$ cat src/rtl/gb_pkg.sv
// Shared constants and state encoding for the Game Boy LCD capture path.
// No ports; imported by the capture top and available to any other
// framebuffer-side block that needs the GB geometry.
package gb_pkg;

  localparam int GB_H_PIXELS         = 160;
  localparam int GB_V_PIXELS         = 144;
  localparam int GB_PIXEL_COUNT      = GB_H_PIXELS * GB_V_PIXELS;  // 23040
  localparam int FB_ADDR_WIDTH       = 15;
  localparam int GB_PIXEL_DATA_WIDTH = 2;

  typedef enum logic [1:0] {
    ST_NOSIG      = 2'd0,
    ST_WAIT_FRAME = 2'd1,
    ST_WAIT_LINE  = 2'd2,
    ST_PIXELS     = 2'd3
  } state_t;

endpackage

$ cat src/rtl/gb_capture_sync_edge.sv
// Multi-flop synchroniser with rise/fall detection on the synchronised value.
// Ports:
//   clk, reset  - system clock, synchronous active-high reset
//   din         - asynchronous input bus (DATA_W bits)
//   dout        - synchronised value (last flop of the chain)
//   rise, fall  - per-bit edge flags, valid in the cycle dout changes
module sync_edge #(
  parameter int STAGES = 2,
  parameter int DATA_W = 1
) (
  input  logic              clk,
  input  logic              reset,
  input  logic [DATA_W-1:0] din,
  output logic [DATA_W-1:0] dout,
  output logic [DATA_W-1:0] rise,
  output logic [DATA_W-1:0] fall
);

  logic [DATA_W-1:0] chain [STAGES];
  logic [DATA_W-1:0] prev;

  always_ff @(posedge clk) begin
    if (reset) begin
      for (int i = 0; i < STAGES; i++) chain[i] <= '0;
      prev <= '0;
    end else begin
      chain[0] <= din;
      for (int i = 1; i < STAGES; i++) chain[i] <= chain[i-1];
      prev <= chain[STAGES-1];
    end
  end

  assign dout = chain[STAGES-1];
  assign rise = dout & ~prev;
  assign fall = ~dout & prev;

endmodule

$ cat src/rtl/gb_capture.sv
// Captures the asynchronous Game Boy LCD stream into the 25 MHz domain and
// turns it into single-cycle framebuffer writes.
// Ports:
//   clk, reset                     - 25 MHz clock, synchronous active-high reset
//   gb_dat, gb_hsync, gb_vsync,
//   gb_px_clk                      - asynchronous GB LCD pins
//   fb_wr_en/fb_wr_addr/fb_wr_data - one write per captured pixel
//   frame_done                     - pulse after the last pixel of a full frame
//   frame_short                    - pulse when VSYNC restarts an incomplete frame
//   gb_on                          - GB pixel clock is present
module gb_capture #(
  parameter int GB_H_PIXELS    = gb_pkg::GB_H_PIXELS,
  parameter int GB_V_PIXELS    = gb_pkg::GB_V_PIXELS,
  parameter int FB_ADDR_WIDTH  = gb_pkg::FB_ADDR_WIDTH,
  parameter int SYNC_STAGES    = 2,
  parameter int SIGNAL_TIMEOUT = 2500000
) (
  input  logic                                   clk,
  input  logic                                   reset,
  input  logic [gb_pkg::GB_PIXEL_DATA_WIDTH-1:0] gb_dat,
  input  logic                                   gb_hsync,
  input  logic                                   gb_vsync,
  input  logic                                   gb_px_clk,
  output logic                                   fb_wr_en,
  output logic [FB_ADDR_WIDTH-1:0]               fb_wr_addr,
  output logic [gb_pkg::GB_PIXEL_DATA_WIDTH-1:0] fb_wr_data,
  output logic                                   frame_done,
  output logic                                   frame_short,
  output logic                                   gb_on
);

  import gb_pkg::*;

  localparam int XW = (GB_H_PIXELS > 1) ? $clog2(GB_H_PIXELS) : 1;
  localparam int LW = (GB_V_PIXELS > 1) ? $clog2(GB_V_PIXELS) : 1;
  localparam int TW = $clog2(SIGNAL_TIMEOUT + 1);
  localparam int DW = GB_PIXEL_DATA_WIDTH;

  localparam logic [XW-1:0]            X_LAST = XW'(GB_H_PIXELS - 1);
  localparam logic [LW-1:0]            L_LAST = LW'(GB_V_PIXELS - 1);
  localparam logic [TW-1:0]            TO_MAX = TW'(SIGNAL_TIMEOUT);
  localparam logic [FB_ADDR_WIDTH-1:0] H_STEP = FB_ADDR_WIDTH'(GB_H_PIXELS);

  logic          px_fall, hs_rise, vs_rise;
  logic [DW-1:0] dat_sync;
  logic          px_sync_unused, px_rise_unused;
  logic          hs_sync_unused, hs_fall_unused;
  logic          vs_sync_unused, vs_fall_unused;
  logic [DW-1:0] dat_rise_unused, dat_fall_unused;

  // Data runs through an identical chain so it lines up with px_fall.
  sync_edge #(.STAGES(SYNC_STAGES), .DATA_W(1)) u_px_sync (
    .clk(clk), .reset(reset), .din(gb_px_clk),
    .dout(px_sync_unused), .rise(px_rise_unused), .fall(px_fall)
  );
  sync_edge #(.STAGES(SYNC_STAGES), .DATA_W(1)) u_hs_sync (
    .clk(clk), .reset(reset), .din(gb_hsync),
    .dout(hs_sync_unused), .rise(hs_rise), .fall(hs_fall_unused)
  );
  sync_edge #(.STAGES(SYNC_STAGES), .DATA_W(1)) u_vs_sync (
    .clk(clk), .reset(reset), .din(gb_vsync),
    .dout(vs_sync_unused), .rise(vs_rise), .fall(vs_fall_unused)
  );
  sync_edge #(.STAGES(SYNC_STAGES), .DATA_W(DW)) u_dat_sync (
    .clk(clk), .reset(reset), .din(gb_dat),
    .dout(dat_sync), .rise(dat_rise_unused), .fall(dat_fall_unused)
  );

  state_t                   state, state_n;
  logic [XW-1:0]            x, x_n;
  logic [LW-1:0]            line, line_n;
  logic [FB_ADDR_WIDTH-1:0] line_base, base_n;
  logic [TW-1:0]            to_cnt, to_n;
  logic                     wr_en_n, done_n, short_n;
  logic [FB_ADDR_WIDTH-1:0] addr_n;
  logic [DW-1:0]            data_n;

  // Edge detection -> registered capture state and outputs
  always_ff @(posedge clk) begin
    if (reset) begin
      state       <= ST_NOSIG;
      x           <= '0;
      line        <= '0;
      line_base   <= '0;
      to_cnt      <= '0;
      fb_wr_en    <= 1'b0;
      fb_wr_addr  <= '0;
      fb_wr_data  <= '0;
      frame_done  <= 1'b0;
      frame_short <= 1'b0;
    end else begin
      state       <= state_n;
      x           <= x_n;
      line        <= line_n;
      line_base   <= base_n;
      to_cnt      <= to_n;
      fb_wr_en    <= wr_en_n;
      fb_wr_addr  <= addr_n;
      fb_wr_data  <= data_n;
      frame_done  <= done_n;
      frame_short <= short_n;
    end
  end

  always_comb begin
    state_n = state;
    x_n     = x;
    line_n  = line;
    base_n  = line_base;
    wr_en_n = 1'b0;
    addr_n  = fb_wr_addr;
    data_n  = fb_wr_data;
    done_n  = 1'b0;
    short_n = 1'b0;

    // Saturating watchdog, cleared by every pixel-clock falling edge.
    if (px_fall)                to_n = '0;
    else if (to_cnt == TO_MAX)  to_n = to_cnt;
    else                        to_n = to_cnt + TW'(1);

    if (state == ST_NOSIG) begin
      // Acquisition restarts the watchdog so a VSYNC-only wakeup gets a
      // full timeout window instead of bouncing straight back.
      if (px_fall || vs_rise) begin
        state_n = ST_WAIT_FRAME;
        to_n    = '0;
      end
    end else if (to_n == TO_MAX) begin
      state_n = ST_NOSIG;
    end else if (vs_rise) begin
      short_n = (state != ST_WAIT_FRAME);
      line_n  = '0;
      base_n  = '0;
      x_n     = '0;
      state_n = ST_WAIT_LINE;
    end else if (hs_rise) begin
      if (state == ST_WAIT_LINE) begin
        x_n     = '0;
        state_n = ST_PIXELS;
      end else if (state == ST_PIXELS) begin
        // Early HSYNC abandons the rest of the line.
        x_n = '0;
        if (line == L_LAST) begin
          state_n = ST_WAIT_FRAME;
        end else begin
          line_n = line + LW'(1);
          base_n = line_base + H_STEP;
        end
      end
    end else if (px_fall && state == ST_PIXELS) begin
      wr_en_n = 1'b1;
      addr_n  = line_base + FB_ADDR_WIDTH'(x);
      data_n  = dat_sync;
      if (x == X_LAST) begin
        x_n = '0;
        if (line == L_LAST) begin
          done_n  = 1'b1;
          state_n = ST_WAIT_FRAME;
        end else begin
          line_n  = line + LW'(1);
          base_n  = line_base + H_STEP;
          state_n = ST_WAIT_LINE;
        end
      end else begin
        x_n = x + XW'(1);
      end
    end
  end

  assign gb_on = (state != ST_NOSIG);

endmodule
$ cat config.mk
export PLATFORM = sky130hd
export DESIGN_NAME = gb_capture
export DESIGN_NICKNAME = d
export VERILOG_FILES = /design/src/rtl/gb_pkg.sv /design/src/rtl/gb_capture_sync_edge.sv /design/src/rtl/gb_capture.sv
export SDC_FILE = /design/constraint.sdc
export NUM_CORES = 1
export LEC_CHECK = 0
export BUFFER_PORTS_ARGS = -buffer_cell sky130_fd_sc_hd__buf_2
export CAP_MARGIN = 20
export CORE_ASPECT_RATIO = 0.5
export CORE_MARGIN = 1.5
export CORE_UTILIZATION = 55
export DETAILED_ROUTE_END_ITERATION = 12
export GPL_TIMING_DRIVEN = 0
export PLACE_DENSITY_LB_ADDON = 0.1
export SLEW_MARGIN = 20
export SYNTH_ARGS = -nofsm -noshare
export SYNTH_HDL_FRONTEND = slang
export SYNTH_SLANG_ARGS = --single-unit
$ cat constraint.sdc
create_clock -name clk -period 3.65 [get_ports clk]
set_input_delay 0 -clock clk [delete_from_list [all_inputs] [get_ports clk]]
set_output_delay 0 -clock clk [all_outputs]
set_load 0.02 [all_outputs]
==> results.json <==
{
  "post_cts_buffers": 0,
  "status": "finished, final reports clean",
  "synth.top_cell.area_share_pct": 38.5,
  "n_antenna_cell": 0,
  "clkSinkCount": 83,
  "synthToLayoutAreaGrowth_pct": 13.3,
  "gp_congestion": 0.914,
  "clockRootBuffer": "clkbuf_16",
  "yosys-top-cells-count": "83 x dfxtp_1, 51 x nor2_1, 45 x nand2_1",
  "p_sw_mw": 0.432,
  "drc": 0,
  "grt_pass1_wl_mm": 16.9,
  "tightest_slew_ns": 0.803,
  "die_w_um": 128,
  "p_int_mw": 1.41,
  "path_buf_inv": 3,
  "rsz0062_at_grt": "false",
  "htreeDepth": 3,
  "worstSkewPairLatency_ns": 0.33,
  "crit_slowest_cell": "a2111oi_0",
  "vias": 3983,
  "maxCapViolCount": 0,
  "yosysWarnings": 0,
  "power_frac_clock_pct": 44.1,
  "synth.area.top_cells": "dfxtp_1 38%, a21oi_1 5.0%, nor2_1 4.4%",
  "hold_class": "in -> reg",
  "finClkSkew_ns": 0.00526,
  "maxSlewHeadroom_pct": 46.1,
  "grtUsageTotal_pct": 25.4,
  "crit_path_cell_trace": "buf_2, inv_1, ha_1, nor4bb_1, and4_1, a21boi_0, a2111oi_0, nand4b_1, clkbuf_1, nand4_1, a21oi_1",
  "detail_route.vias_per_cell": 5.81,
  "worst_hold_path.num_cells": 3,
  "antenna_found_initial": 0,
  "r2r-end": "line_base[10]",
  "p_leak_nw": 1.74,
  "fin_crit_sh_pct": 90.6,
  "wirelength_mm": 10.1,
  "die_area_um2": 8420,
  "rows": 22,
  "arrival_ns": 3.50,
  "synth_top_area_cell": "dfxtp_1",
  "synth_nets": 547,
  "dpl.hpwl_mm": 7.07,
  "cts_resized": 0,
  "ant_nets": 0,
  "reg2reg_from": "to_cnt[0]",
  "drt_first_pass_iters": 4,
  "clk_path_buf_depth": 2,
  "slew_violations": 0,
  "grt_pass1_vias": 3518,
  "period_minus_slack_ns": 3.31,
  "r2r_slack_ns": 0.34,
  "power.density_nw_per_um2": 376,
  "whs_ns": 0.332,
  "ios": 28,
  "setup_violations": 0,
  "hold_viol": 0,
  "required_ns": 3.84,
  "start_util_pct": 57.9,
  "netlist_instances": 532,
  "synth_edf_count": 0,
  "tritoncts": "yes",
  "ys_ff_latch": 83,
  "endpoint_kind": "flip-flop",
  "synth_area_um2": 4320,
  "combPwrFrac_pct": 5.7,
  "start_kind": "flip-flop",
  "path_clk_slew_ns": 0.06,
  "ys_seq_area_share_pct": 38.5,
  "coreArea_um2": 7460,
  "grt_overflow_total": 0,
  "worstSetupPathType": "reg -> reg",
  "switching_share_pct": 23.5,
  "setup_tns_ns": 0,
  "ys_async_sr_fraction_pct": 0,
  "synth.most_common_cell": "dfxtp_1",
  "ys.flop_type": "dfxtp_1",
  "min-delay-start": "reset",
  "crit_path_max_incr_delay_ns": 0.68,
  "portBuffers": 26,
  "yosysUniqueCellTypes": 63,
  "cts_made_buffers": 9,
  "seqPwrFrac_pct": 50.3,
  "path_delay_family": "simple AND/OR/NAND/NOR gates",
  "grt_start_max_net_pins": 14,
  "drtIter0Drc": 314,
  "fmax_ghz": 0.302,
  "r2r_cells": 11,
  "wl_per_cell_um": 14.7,
  "layout.nets": 589,
  "cts_hold_buf": 5,
  "ir_drop_uv": 242,
  "cp_max_fo": 10,
  "drive_above_1_share_pct": 11.1,
  "syn_avg_cell_area_um2": 8.12,
  "hold_end": "line_base[12]",
  "die_h_um": 65.7
}
how the worst max path moves through the flow:
stage | from | to | slack [ns] | depth (start not counted)
after floorplan | to_cnt[0] | line_base[13] | 1.09 | 10
after global placement | to_cnt[0] | line[3] | 0.47 | 11
after detailed placement | to_cnt[0] | line[7] | 0.47 | 11
after CTS | to_cnt[0] | line_base[10] | 0.45 | 11
after global routing | to_cnt[0] | line[3] | 0.21 | 10
final | to_cnt[0] | line_base[10] | 0.34 | 11
area by class of cell:
cell class                      count  area (µm²)
Buffer                             37         169
Tap cell                          108         135
Clock inverter                      5        31.3
Clock buffer                       10         229
Sequential cell                    83        1660
Timing Repair Buffer               31         180
Inverter                           13        48.8
Multi-Input combinational cell    399        2440
Fill cell                         681        2570
power by group through the flow:
stage | Combinational (mW) | Sequential (mW) | Clock [mW]
4_1_cts | 0.104 | 0.924 | 0.822
3_5_place_dp | 0.0979 | 0.944 | 0
6_report | 0.104 | 0.925 | 0.811
2_1_floorplan | 0.0715 | 0.943 | 0
5_1_grt | 0.115 | 0.926 | 0.854
3_3_place_gp | 0.0972 | 0.944 | 0
layer usage:
| layer | GRT usage (%) | vias to the layer above | wire length, µm |
|---|---|---|---|
| li1 | - | 2003 | - |
| met3 | 5.94 | 14 | 606 |
| met1 | 34.1 | 1836 | 4900 |
| met4 | 7.02 | 0 | 126 |
| met2 | 41.3 | 130 | 4480 |
| met5 | 0 | - | 0 |
state kept, by name, summed over array words and instances (netlist names):
register / count
line_base: 10
u_vs_sync.prev: 1
x: 8
u_px_sync.prev: 1
fb_wr_addr: 15
u_hs_sync.prev: 1
state: 2
u_px_sync.chain: 2
line: 8
u_vs_sync.chain: 2
fb_wr_data: 2
to_cnt: 22
u_dat_sync.chain: 4
frame_short: 1
fb_wr_en: 1
u_hs_sync.chain: 2
frame_done: 1
per-stage QoR:
| step | std cells | power [mW] | utilization (%) | instance area, µm² | setup slack, ns |
|---|---|---|---|---|---|
| finish | 686 | 1.84 | 65.6 | 4890 | 0.342 |
| global route | 686 | 1.89 | 65.6 | 4890 | 0.215 |
| CTS | 686 | 1.85 | 65.6 | 4890 | 0.450 |
| detailed placement | 666 | 1.04 | 61.4 | 4580 | 0.475 |
| global placement | 666 | 1.04 | 61.4 | 4580 | 0.469 |
| floorplan | 532 | 1.01 | - | 4320 | 1.09 |
cells in the final DEF, fill, tap and decap left out, types with 19 or more instances in the layout:
cell	synthesis	routed
o21ai_0	23	23
clkbuf_1	23	24
nor2b_1	19	19
a21oi_1	43	43
nand4_1	19	19
nor2_1	51	51
nand3_1	23	23
dfxtp_1	83	83
nand2_1	45	45
buf_2	9	35
nor3_1	22	22
cell families after synthesis:
kind of cell	synth area share (%)
compound gates	17.2
xor+xnor	5.27
fa+ha+maj	2.32
buf+inv	5.04
flops	38.5
mux	0.695
simple gates	31.0
worst min-delay path, delay by kind of cell:
kind	cells	cell delay [ns]
AO/OA/AOI/OAI	1	0.13
AND/OR/NAND/NOR	1	0.25
buffers and inverters	1	0.25
Note: power is estimated with default switching activity, not from simulation.
